`src/rtl/mdio_responder.sv`:
```
// Clause-22 MDIO target: decodes MDC/MDIO frames in the CLK domain, strobes register writes and reads.
// Optional MDIO_PREAMBLE_SUPPRESS_EN: accept ST after any run of 1s instead of PREAMBLE_LEN of them.
//   state   | meaning
//   IDLE    | counting preamble 1s, waiting for the ST 0 bit
//   START   | second ST bit, must be 1
//   OP      | 2-bit opcode, 10 read / 01 write
//   PHYAD   | 5-bit PHY address, compared on the last bit
//   REGAD   | 5-bit register address, read request issued on the last bit
//   TA      | turnaround; read starts driving, write checks 1-then-0
//   RDATA   | shifting 16 read bits out, then releasing the pad
//   WDATA   | shifting 16 write bits in
//   SKIP    | discarding the rest of a frame not meant for us
module mdio_responder #(
    parameter int SYNC_STAGES  = 2,
    parameter int PREAMBLE_LEN = 32
) (
    input  logic        CLK,
    input  logic        RESET,
    input  logic        MDC,
    input  logic        MDIO_IN,
    output logic        MDIO_OUT,
    output logic        MDIO_OE,
    input  logic [4:0]  PHY_ADDR,
    output logic        WR_STB,
    output logic [4:0]  WR_ADDR,
    output logic [15:0] WR_DATA,
    output logic        RD_STB,
    output logic [4:0]  RD_ADDR,
    input  logic [15:0] RD_DATA,
    output logic        BUSY,
    output logic        FRAME_ERR
);

    typedef enum logic [3:0] {
        S_IDLE, S_START, S_OP, S_PHYAD, S_REGAD, S_TA, S_RDATA, S_WDATA, S_SKIP
    } state_t;

    state_t state_q, state_d;
    logic [SYNC_STAGES-1:0] mdc_sync_q, mdc_sync_d, mdio_sync_q, mdio_sync_d;
    logic        mdc_prev_q, mdc_prev_d;
    logic [4:0]  cnt_q, cnt_d;
    logic [15:0] shift_q, shift_d;
    logic [4:0]  regad_q, regad_d;
    logic        is_read_q, is_read_d;
    logic        mismatch_q, mismatch_d;
    logic        ta_first_q, ta_first_d;
    logic        mdio_out_q, mdio_out_d, mdio_oe_q, mdio_oe_d;
    logic        wr_stb_q, wr_stb_d, rd_stb_q, rd_stb_d;
    logic [4:0]  wr_addr_q, wr_addr_d, rd_addr_q, rd_addr_d;
    logic [15:0] wr_data_q, wr_data_d;
    logic        busy_q, busy_d, frame_err_q, frame_err_d;
    logic        rise_det, bit_in, pre_ok, pre_hit, pre_clr;

    assign rise_det = mdc_sync_q[SYNC_STAGES-1] & ~mdc_prev_q;
    assign bit_in   = mdio_sync_q[SYNC_STAGES-1];

`ifdef MDIO_PREAMBLE_SUPPRESS_EN
    logic one_seen_q, one_seen_d;
    assign pre_ok = one_seen_q;
    always_comb begin
        one_seen_d = one_seen_q;
        if (pre_clr)      one_seen_d = 1'b0;
        else if (pre_hit) one_seen_d = 1'b1;
    end
    always_ff @(posedge CLK) begin
        if (!RESET) one_seen_q <= 1'b0;
        else        one_seen_q <= one_seen_d;
    end
`else
    logic [5:0] pre_cnt_q, pre_cnt_d;
    assign pre_ok = (pre_cnt_q >= 6'(PREAMBLE_LEN));
    always_comb begin
        pre_cnt_d = pre_cnt_q;
        if (pre_clr)                             pre_cnt_d = 6'd0;
        else if (pre_hit && pre_cnt_q != 6'd32)  pre_cnt_d = pre_cnt_q + 6'd1;
    end
    always_ff @(posedge CLK) begin
        if (!RESET) pre_cnt_q <= 6'd0;
        else        pre_cnt_q <= pre_cnt_d;
    end
`endif

    always_comb begin
        mdc_sync_d  = {mdc_sync_q[SYNC_STAGES-2:0], MDC};
        mdio_sync_d = {mdio_sync_q[SYNC_STAGES-2:0], MDIO_IN};
        mdc_prev_d  = mdc_sync_q[SYNC_STAGES-1];
        state_d     = state_q;
        cnt_d       = cnt_q;
        shift_d     = shift_q;
        regad_d     = regad_q;
        is_read_d   = is_read_q;
        mismatch_d  = mismatch_q;
        ta_first_d  = ta_first_q;
        mdio_out_d  = mdio_out_q;
        mdio_oe_d   = mdio_oe_q;
        wr_stb_d    = 1'b0;
        rd_stb_d    = 1'b0;
        frame_err_d = 1'b0;
        wr_addr_d   = wr_addr_q;
        wr_data_d   = wr_data_q;
        rd_addr_d   = rd_addr_q;
        busy_d      = busy_q;
        pre_hit     = 1'b0;
        pre_clr     = (state_q != S_IDLE);

        if (rise_det) begin
            case (state_q)
                S_IDLE: begin
                    if (bit_in) begin
                        pre_hit = 1'b1;
                    end else begin
                        pre_clr = 1'b1;
                        if (pre_ok) begin
                            state_d = S_START;
                            busy_d  = 1'b1;
                        end
                    end
                end
                S_START: begin
                    if (bit_in) begin
                        state_d = S_OP;
                        cnt_d   = 5'd1;
                    end else begin
                        state_d = S_IDLE;
                        busy_d  = 1'b0;
                    end
                end
                S_OP: begin
                    shift_d = {shift_q[14:0], bit_in};
                    if (cnt_q != 5'd0) begin
                        cnt_d = cnt_q - 5'd1;
                    end else if ({shift_q[0], bit_in} == 2'b10 || {shift_q[0], bit_in} == 2'b01) begin
                        is_read_d = shift_q[0];
                        state_d   = S_PHYAD;
                        cnt_d     = 5'd4;
                    end else begin
                        state_d = S_IDLE;
                        busy_d  = 1'b0;
                    end
                end
                S_PHYAD: begin
                    shift_d = {shift_q[14:0], bit_in};
                    if (cnt_q != 5'd0) begin
                        cnt_d = cnt_q - 5'd1;
                    end else begin
                        mismatch_d = ({shift_q[3:0], bit_in} != PHY_ADDR);
                        state_d    = S_REGAD;
                        cnt_d      = 5'd4;
                    end
                end
                S_REGAD: begin
                    shift_d = {shift_q[14:0], bit_in};
                    if (cnt_q != 5'd0) begin
                        cnt_d = cnt_q - 5'd1;
                    end else if (mismatch_q) begin
                        // Not ours: swallow TA and DATA so data bits never look like a preamble
                        state_d = S_SKIP;
                        cnt_d   = 5'd17;
                    end else begin
                        regad_d = {shift_q[3:0], bit_in};
                        state_d = S_TA;
                        cnt_d   = 5'd1;
                        if (is_read_q) begin
                            rd_stb_d  = 1'b1;
                            rd_addr_d = {shift_q[3:0], bit_in};
                        end
                    end
                end
                S_TA: begin
                    if (cnt_q != 5'd0) begin
                        ta_first_d = bit_in;
                        cnt_d      = 5'd0;
                    end else if (is_read_q) begin
                        mdio_oe_d  = 1'b1;
                        mdio_out_d = 1'b0;
                        shift_d    = RD_DATA;
                        state_d    = S_RDATA;
                        cnt_d      = 5'd16;
                    end else if (ta_first_q && !bit_in) begin
                        state_d = S_WDATA;
                        cnt_d   = 5'd15;
                    end else begin
                        frame_err_d = 1'b1;
                        state_d     = S_SKIP;
                        cnt_d       = 5'd15;
                    end
                end
                S_RDATA: begin
                    if (cnt_q != 5'd0) begin
                        mdio_out_d = shift_q[15];
                        shift_d    = {shift_q[14:0], 1'b0};
                        cnt_d      = cnt_q - 5'd1;
                    end else begin
                        mdio_oe_d  = 1'b0;
                        mdio_out_d = 1'b0;
                        state_d    = S_IDLE;
                        busy_d     = 1'b0;
                    end
                end
                S_WDATA: begin
                    shift_d = {shift_q[14:0], bit_in};
                    if (cnt_q != 5'd0) begin
                        cnt_d = cnt_q - 5'd1;
                    end else begin
                        wr_data_d = {shift_q[14:0], bit_in};
                        wr_addr_d = regad_q;
                        wr_stb_d  = 1'b1;
                        state_d   = S_IDLE;
                        busy_d    = 1'b0;
                    end
                end
                S_SKIP: begin
                    if (cnt_q != 5'd0) begin
                        cnt_d = cnt_q - 5'd1;
                    end else begin
                        mdio_oe_d = 1'b0;
                        state_d   = S_IDLE;
                        busy_d    = 1'b0;
                    end
                end
                default: begin
                    mdio_oe_d = 1'b0;
                    state_d   = S_IDLE;
                    busy_d    = 1'b0;
                end
            endcase
        end
    end

    always_ff @(posedge CLK) begin
        if (!RESET) begin
            state_q     <= S_IDLE;
            mdc_sync_q  <= '0;
            mdio_sync_q <= '0;
            mdc_prev_q  <= 1'b0;
            cnt_q       <= 5'd0;
            shift_q     <= 16'd0;
            regad_q     <= 5'd0;
            is_read_q   <= 1'b0;
            mismatch_q  <= 1'b0;
            ta_first_q  <= 1'b0;
            mdio_out_q  <= 1'b0;
            mdio_oe_q   <= 1'b0;
            wr_stb_q    <= 1'b0;
            rd_stb_q    <= 1'b0;
            wr_addr_q   <= 5'd0;
            wr_data_q   <= 16'd0;
            rd_addr_q   <= 5'd0;
            busy_q      <= 1'b0;
            frame_err_q <= 1'b0;
        end else begin
            state_q     <= state_d;
            mdc_sync_q  <= mdc_sync_d;
            mdio_sync_q <= mdio_sync_d;
            mdc_prev_q  <= mdc_prev_d;
            cnt_q       <= cnt_d;
            shift_q     <= shift_d;
            regad_q     <= regad_d;
            is_read_q   <= is_read_d;
            mismatch_q  <= mismatch_d;
            ta_first_q  <= ta_first_d;
            mdio_out_q  <= mdio_out_d;
            mdio_oe_q   <= mdio_oe_d;
            wr_stb_q    <= wr_stb_d;
            rd_stb_q    <= rd_stb_d;
            wr_addr_q   <= wr_addr_d;
            wr_data_q   <= wr_data_d;
            rd_addr_q   <= rd_addr_d;
            busy_q      <= busy_d;
            frame_err_q <= frame_err_d;
        end
    end

    assign MDIO_OUT  = mdio_out_q;
    assign MDIO_OE   = mdio_oe_q;
    assign WR_STB    = wr_stb_q;
    assign WR_ADDR   = wr_addr_q;
    assign WR_DATA   = wr_data_q;
    assign RD_STB    = rd_stb_q;
    assign RD_ADDR   = rd_addr_q;
    assign BUSY      = busy_q;
    assign FRAME_ERR = frame_err_q;

endmodule
```
`config.mk`:
```
export PLATFORM = sky130hd
export DESIGN_NAME = mdio_responder
export DESIGN_NICKNAME = d
export VERILOG_FILES = /design/src/rtl/mdio_responder.sv
export SDC_FILE = /design/constraint.sdc
export NUM_CORES = 1
export LEC_CHECK = 0
export ABC_AREA = 0
export CORE_MARGIN = 1.5
export CORE_UTILIZATION = 43
export CTS_CLUSTER_DIAMETER = 100
export CTS_CLUSTER_SIZE = 8
export DETAILED_ROUTE_END_ITERATION = 12
export GPL_TIMING_DRIVEN = 0
export MAX_ROUTING_LAYER = met4
export PLACE_DENSITY = 0.66
export SYNTH_ARGS = -nofsm -noshare
export SYNTH_HDL_FRONTEND = slang
export SYNTH_SLANG_ARGS = --single-unit
```
`constraint.sdc`:
```
create_clock -name CLK -period 2.9 [get_ports CLK]
set_clock_uncertainty 0.2 [all_clocks]
set_input_delay 0.725 -clock CLK [delete_from_list [all_inputs] [get_ports CLK]]
set_output_delay 0.725 -clock CLK [all_outputs]
set_load 0.02 [all_outputs]
```
* Yosys cells after proc, flatten, opt, wreduce, memory -nomap -nowiden
Index checks and enable logic that the tools add are counted. W data, S select, Z words.
Word-level totals: word-level logic and storage cells 141, bits in registers 76
Operators by class: magnitude comparators 1, mux-type cells 50, bitwise gates (word level) 10, reduce and logical (&&, ||, !) cells 31, equality and inequality tests 27, add/sub/neg operators 2
Operators by type and width (count):
- $mux W16 | 3
- $pmux W16 S3 | 1
- $mux W5 | 9
- $mux W4 | 10
- $pmux W5 S6 | 1
- $pmux W4 S7 | 1
- $ne A2 B2 Y1 const B | 13
- $mux W1 | 20
- $reduce_and A5 Y1 | 4
- $eq A4 B3 Y1 const B | 4
- $reduce_and A8 Y1 | 2
- $reduce_and A3 Y1 | 4
- $reduce_and A4 Y1 | 3
- $reduce_or A5 Y1 | 2
- $not A1 Y1 | 9
- $eq A4 B2 Y1 const B | 2
- $add A6 B1 Y6 const B | 1
- $ge A6 B6 Y1 const B | 1
- $ne A6 B6 Y1 const B | 1
- $reduce_bool A6 Y1 | 1
- $reduce_or A3 Y1 | 2
- $reduce_or A6 Y1 | 1
- $ne A5 B5 Y1 | 1
- $pmux W1 S5 | 1
- 21 further kinds | 24

* Longest topological paths before layout
depth in word-level cells 6, mapped depth 9, depth with buffers taken out 7

* Worst setup path before layout
OpenSTA, ideal clock, no wires.
path kind register to register, start register cnt_q[0], end register cnt_q[0], data required time 2621 ps, setup time 79 ps, arrival 1997 ps, stages on the path, launching flop included 9, slack 624 ps, path buffers 1, path through dfxtp_1 > inv_1 > ha_1 > or4b_4 > buf_6 > or4_1 > a32oi_1 > nor4_1 > a211oi_2
On the way: cells in the longest elaborated chain, start to end 3, elaborated cells between the ends (all ways) 11, those cells by class 1 x add/sub; 2 x eq/ne; 6 x mux; 2 x reduce/logical
Ends and longest elaborated chain:
- from (decl) | RTL line 41 | logic [4:0] cnt_q, cnt_d;
- from (signal assigned) | RTL line 256 | cnt_q <= cnt_d;
- $sub A5 B1 Y5 or $reduce_bool A5 Y1 (tied branches)
- $mux W5, or another cell as far along | RTL line 189, 202, 213
- $pmux W5 S6 or $reduce_and A5 Y1 (tied branches)
Several ways; a longest one is shown, not always the timed one. The select of a mux whose other input is x is not followed. A chain may end at the register's enable or synchronous reset.

* Worst setup path in the final report
start register cnt_q[0], end register wr_addr_q[1] (netlist: WR_ADDR[1])
On the way: cells in the longest elaborated chain, start to end 3
Ends and longest elaborated chain:
- $reduce_bool A5 Y1 | RTL line 202 | if (cnt_q != 5'd0) begin
- $not A1 Y1 (no source line)
- $reduce_and A3 Y1 (no source line)
- to (signal assigned) | RTL line 266 | wr_addr_q <= wr_addr_d;
- to (decl) | RTL line 49 | logic [4:0] wr_addr_q, wr_addr_d, rd_addr_q, rd_addr_d;
Every way passes these cells.

==> results_dict.tcl <==
set metrics [dict create \
    crit_path_cell_trace "inv_1 -> ha_1 -> nor4b_4 -> clkbuf_4 -> nand2_1 -> or3_1 -> buf_2 -> nand2_1 -> a21oi_1" \
    critPathKind "register to register" \
    avgSynthCellArea_um2 8.48 \
    crit_top_cell "nand2_1" \
    syn_nets 457 \
    cp.required_ps 2920 \
    critical_path_buf_inv_count 3 \
    grtUsageMet3_pct 6.12 \
    cts_tree "built" \
    viasPerCell 5.58 \
    critPathMaxStageDelay_ps 490 \
    gp_congestion 0.939 \
    r2r-start "cnt_q[0]" \
    cts_made_buffers 9 \
    synth_common_cells "dfxtp_1, nand2_1, nor2_1" \
    outcome "complete, no violations" \
    p_leak_uw 0.00169 \
    track_usage_pct 24.5 \
    cp_top_family "simple AND/OR/NAND/NOR gates" \
    fp.dieW_um 95.0 \
    start_kind "register" \
    crit_start "cnt_q[0]" \
    ctsLongestPathBuffers 2 \
    cts_hold_buf 0 \
    ir_drop_uv 255 \
    final_core_util_pct 55.3 \
    crit_path_end_kind "register" \
    drtAntennaViolNets 0 \
    hold_viol 0 \
    syn_area_mm2 0.00364 \
    maxCapViolCount 0 \
    overflow 0 \
    max_freq_mhz 368 \
    ff2ff_setup_slack_ps 180 \
    synthCells 429 \
    grt_max_degree 15 \
    yosys_warnings 0 \
    hpwl_um 7140 \
    syn_to_final_growth_pct 24.9 \
    hold_path_startpoint "mdio_sync_q[0]" \
    post_drt_wl_per_cell_um 16.3 \
    cts_htree_levels 3 \
    coreArea_mm2 0.00822 \
    synth_cell_types 64 \
    grtUsageMet2_pct 39.9 \
    post-route-cell-area_mm2 0.00454 \
    setup_viol 0 \
    rr_worst_depth 9 \
    period_needed_ps 2720 \
    p_per_area_mw_per_mm2 437 \
    grt_pass1_wl_um 16500 \
    r2r_end "WR_ADDR[1]" \
    drcViolationCount 0 \
    root_buffer "clkbuf_8" \
    synth_edf_count 0 \
    arrival_ps 2740 \
    clock_sinks 76 \
    dr.first_iter.drc_count 140 \
    rsz0062_at_grt "no" \
    fp.dieH_um 95.0 \
    first_global_vias 3349 \
    clock_latency_ps 360 \
    synth_top_cell_by_area "dfxtp_1" \
    fillers 815 \
    yosys-top-cells-area "dfxtp_1, mux2i_1, a21oi_1, nand2_1, nor2_1" \
    drt_wl_total_um 9860 \
    numPortBuffers 55 \
    synth.top_cell.area_share_pct 41.8 \
    synth_most_common_cell "dfxtp_1" \
    timing.final.crit_share_pct 93.8 \
    worstHoldPathCells 1 \
    place_area_mm2 0.00432 \
    critPathSlowestCell "or3_1" \
    grt_use_met1_pct 29.3 \
    ys_seq_area_share_pct 41.8 \
    top_usage_layer "met2" \
    relSlewSlack_pct 44.2 \
    ys_ff_latch 76 \
    hold_path_class "register to register" \
    area.sequential_mm2 0.00152 \
    insertedDiodeCount 0 \
    firstDrtPassIters 4 \
    fin_tns_setup_ps 0 \
    cp.depth 9 \
    tightestPinTransition_ps 830 \
    row_count 33 \
    grt_antenna_before_repair 0 \
    holdPathEnd "mdio_sync_q[1]" \
    worstPathMaxFanout 10 \
    slew_violations 0 \
    synth_ff_type "dfxtp_1" \
    io_pins 57 \
    vias 3373 \
    nNetsFinal 523 \
    dieArea_mm2 0.00902 \
    clkTransAtPathRegs_ps 90 \
    multi_input_area_mm2 0.00193 \
    synthArstFlopShare_pct 0 \
    drive_above_1_share_pct 9.20 \
    initial_core_util_pct 44.3 \
]
==> layer usage <==
metal,routed length (um),vias to the layer above
met1,4320,1600
met2,4740,97
met5,0,-
li1,-,1656
met4,235,0
met3,565,20
==> cells in the final DEF, fill, tap and decap left out, types with 6 or more instances in the layout <==
master,n
dfxtp_1,76
a21oi_1,43
nand2_1,54
inv_1,10
clkbuf_8,10
mux2i_1,26
a211oi_1,15
nand2b_1,6
xor2_1,7
nor2_1,46
buf_2,12
o21ai_0,10
nor2b_1,7
clkbuf_1,19
nor3_1,7
clkdlybuf4s50_1,55
==> area by class of cell <==
class	count	area share, %
Clock inverter	6	1.54
Inverter	10	0.826
Buffer	35	3.53
Sequential cell	76	33.5
Multi-Input combinational cell	308	42.6
Tap cell	105	2.89
Clock buffer	10	3.03
Timing Repair Buffer	55	12.1
==> state kept, by name, indices dropped and copies added (netlist names) <==
name,count
state_q,4
mdc_prev_q,1
is_read_q,1
WR_DATA,16
shift_q,16
mdc_sync_q,2
RD_ADDR,5
mdio_sync_q,2
FRAME_ERR,1
RD_STB,1
WR_STB,1
MDIO_OE,1
MDIO_OUT,1
pre_cnt_q,6
cnt_q,5
mismatch_q,1
BUSY,1
regad_q,5
WR_ADDR,5
ta_first_q,1
==> metrics by stage <==
stage | hold slack, ps | setup slack (ps) | power, uW | instances
2_1_floorplan | 212 | 624 | 1110 | 429
3_3_place_gp | 224 | 143 | 1150 | 589
3_5_place_dp | 227 | 111 | 1160 | 589
4_1_cts | 228 | 83.7 | 2000 | 605
5_1_grt | 263 | 10.3 | 2060 | 605
6_report | 228 | 180 | 1990 | 605
==> cell families (layout without fill, tap and decap cells) <==
| logic type | after synthesis | in the layout | synth area share (%) |
|---|---|---|---|
| AOI/OAI and AO/OA | 108 | 108 | 19.8 |
| DFF | 76 | 76 | 41.8 |
| muxes | 26 | 26 | 7.15 |
| adders and majority gates | 3 | 3 | 1.03 |
| and+or+nand+nor | 160 | 160 | 22.2 |
| buffers and inverters | 45 | 116 | 5.33 |
| xor gates and xnor gates | 11 | 11 | 2.65 |
==> power by group <==
part | leakage (uW) | internal [uW] | switching, uW | total [uW]
registers | 0.000613 | 1050 | 1.08 | 1050
logic | 0.000971 | 40.9 | 42.7 | 83.5
clock network | 0.000107 | 429 | 426 | 855
total | 0.00169 | 1520 | 470 | 1990
==> what timing repair did <==
item | in CTS | in global routing
gates resized for setup | 0 | 5
endpoints found under the setup margin | 0 | 34
buffers inserted | 0 | 0
==> how the worst max path moves through the flow <==
stage          slack, ps          end
2_1_floorplan        620     cnt_q[0]
3_3_place_gp         140   WR_ADDR[0]
3_5_place_dp         110   WR_ADDR[1]
4_1_cts               80   WR_ADDR[1]
5_1_grt               10  WR_DATA[12]
6_report             180   WR_ADDR[1]
No activity file was read; power rests on OpenSTA's default activity.
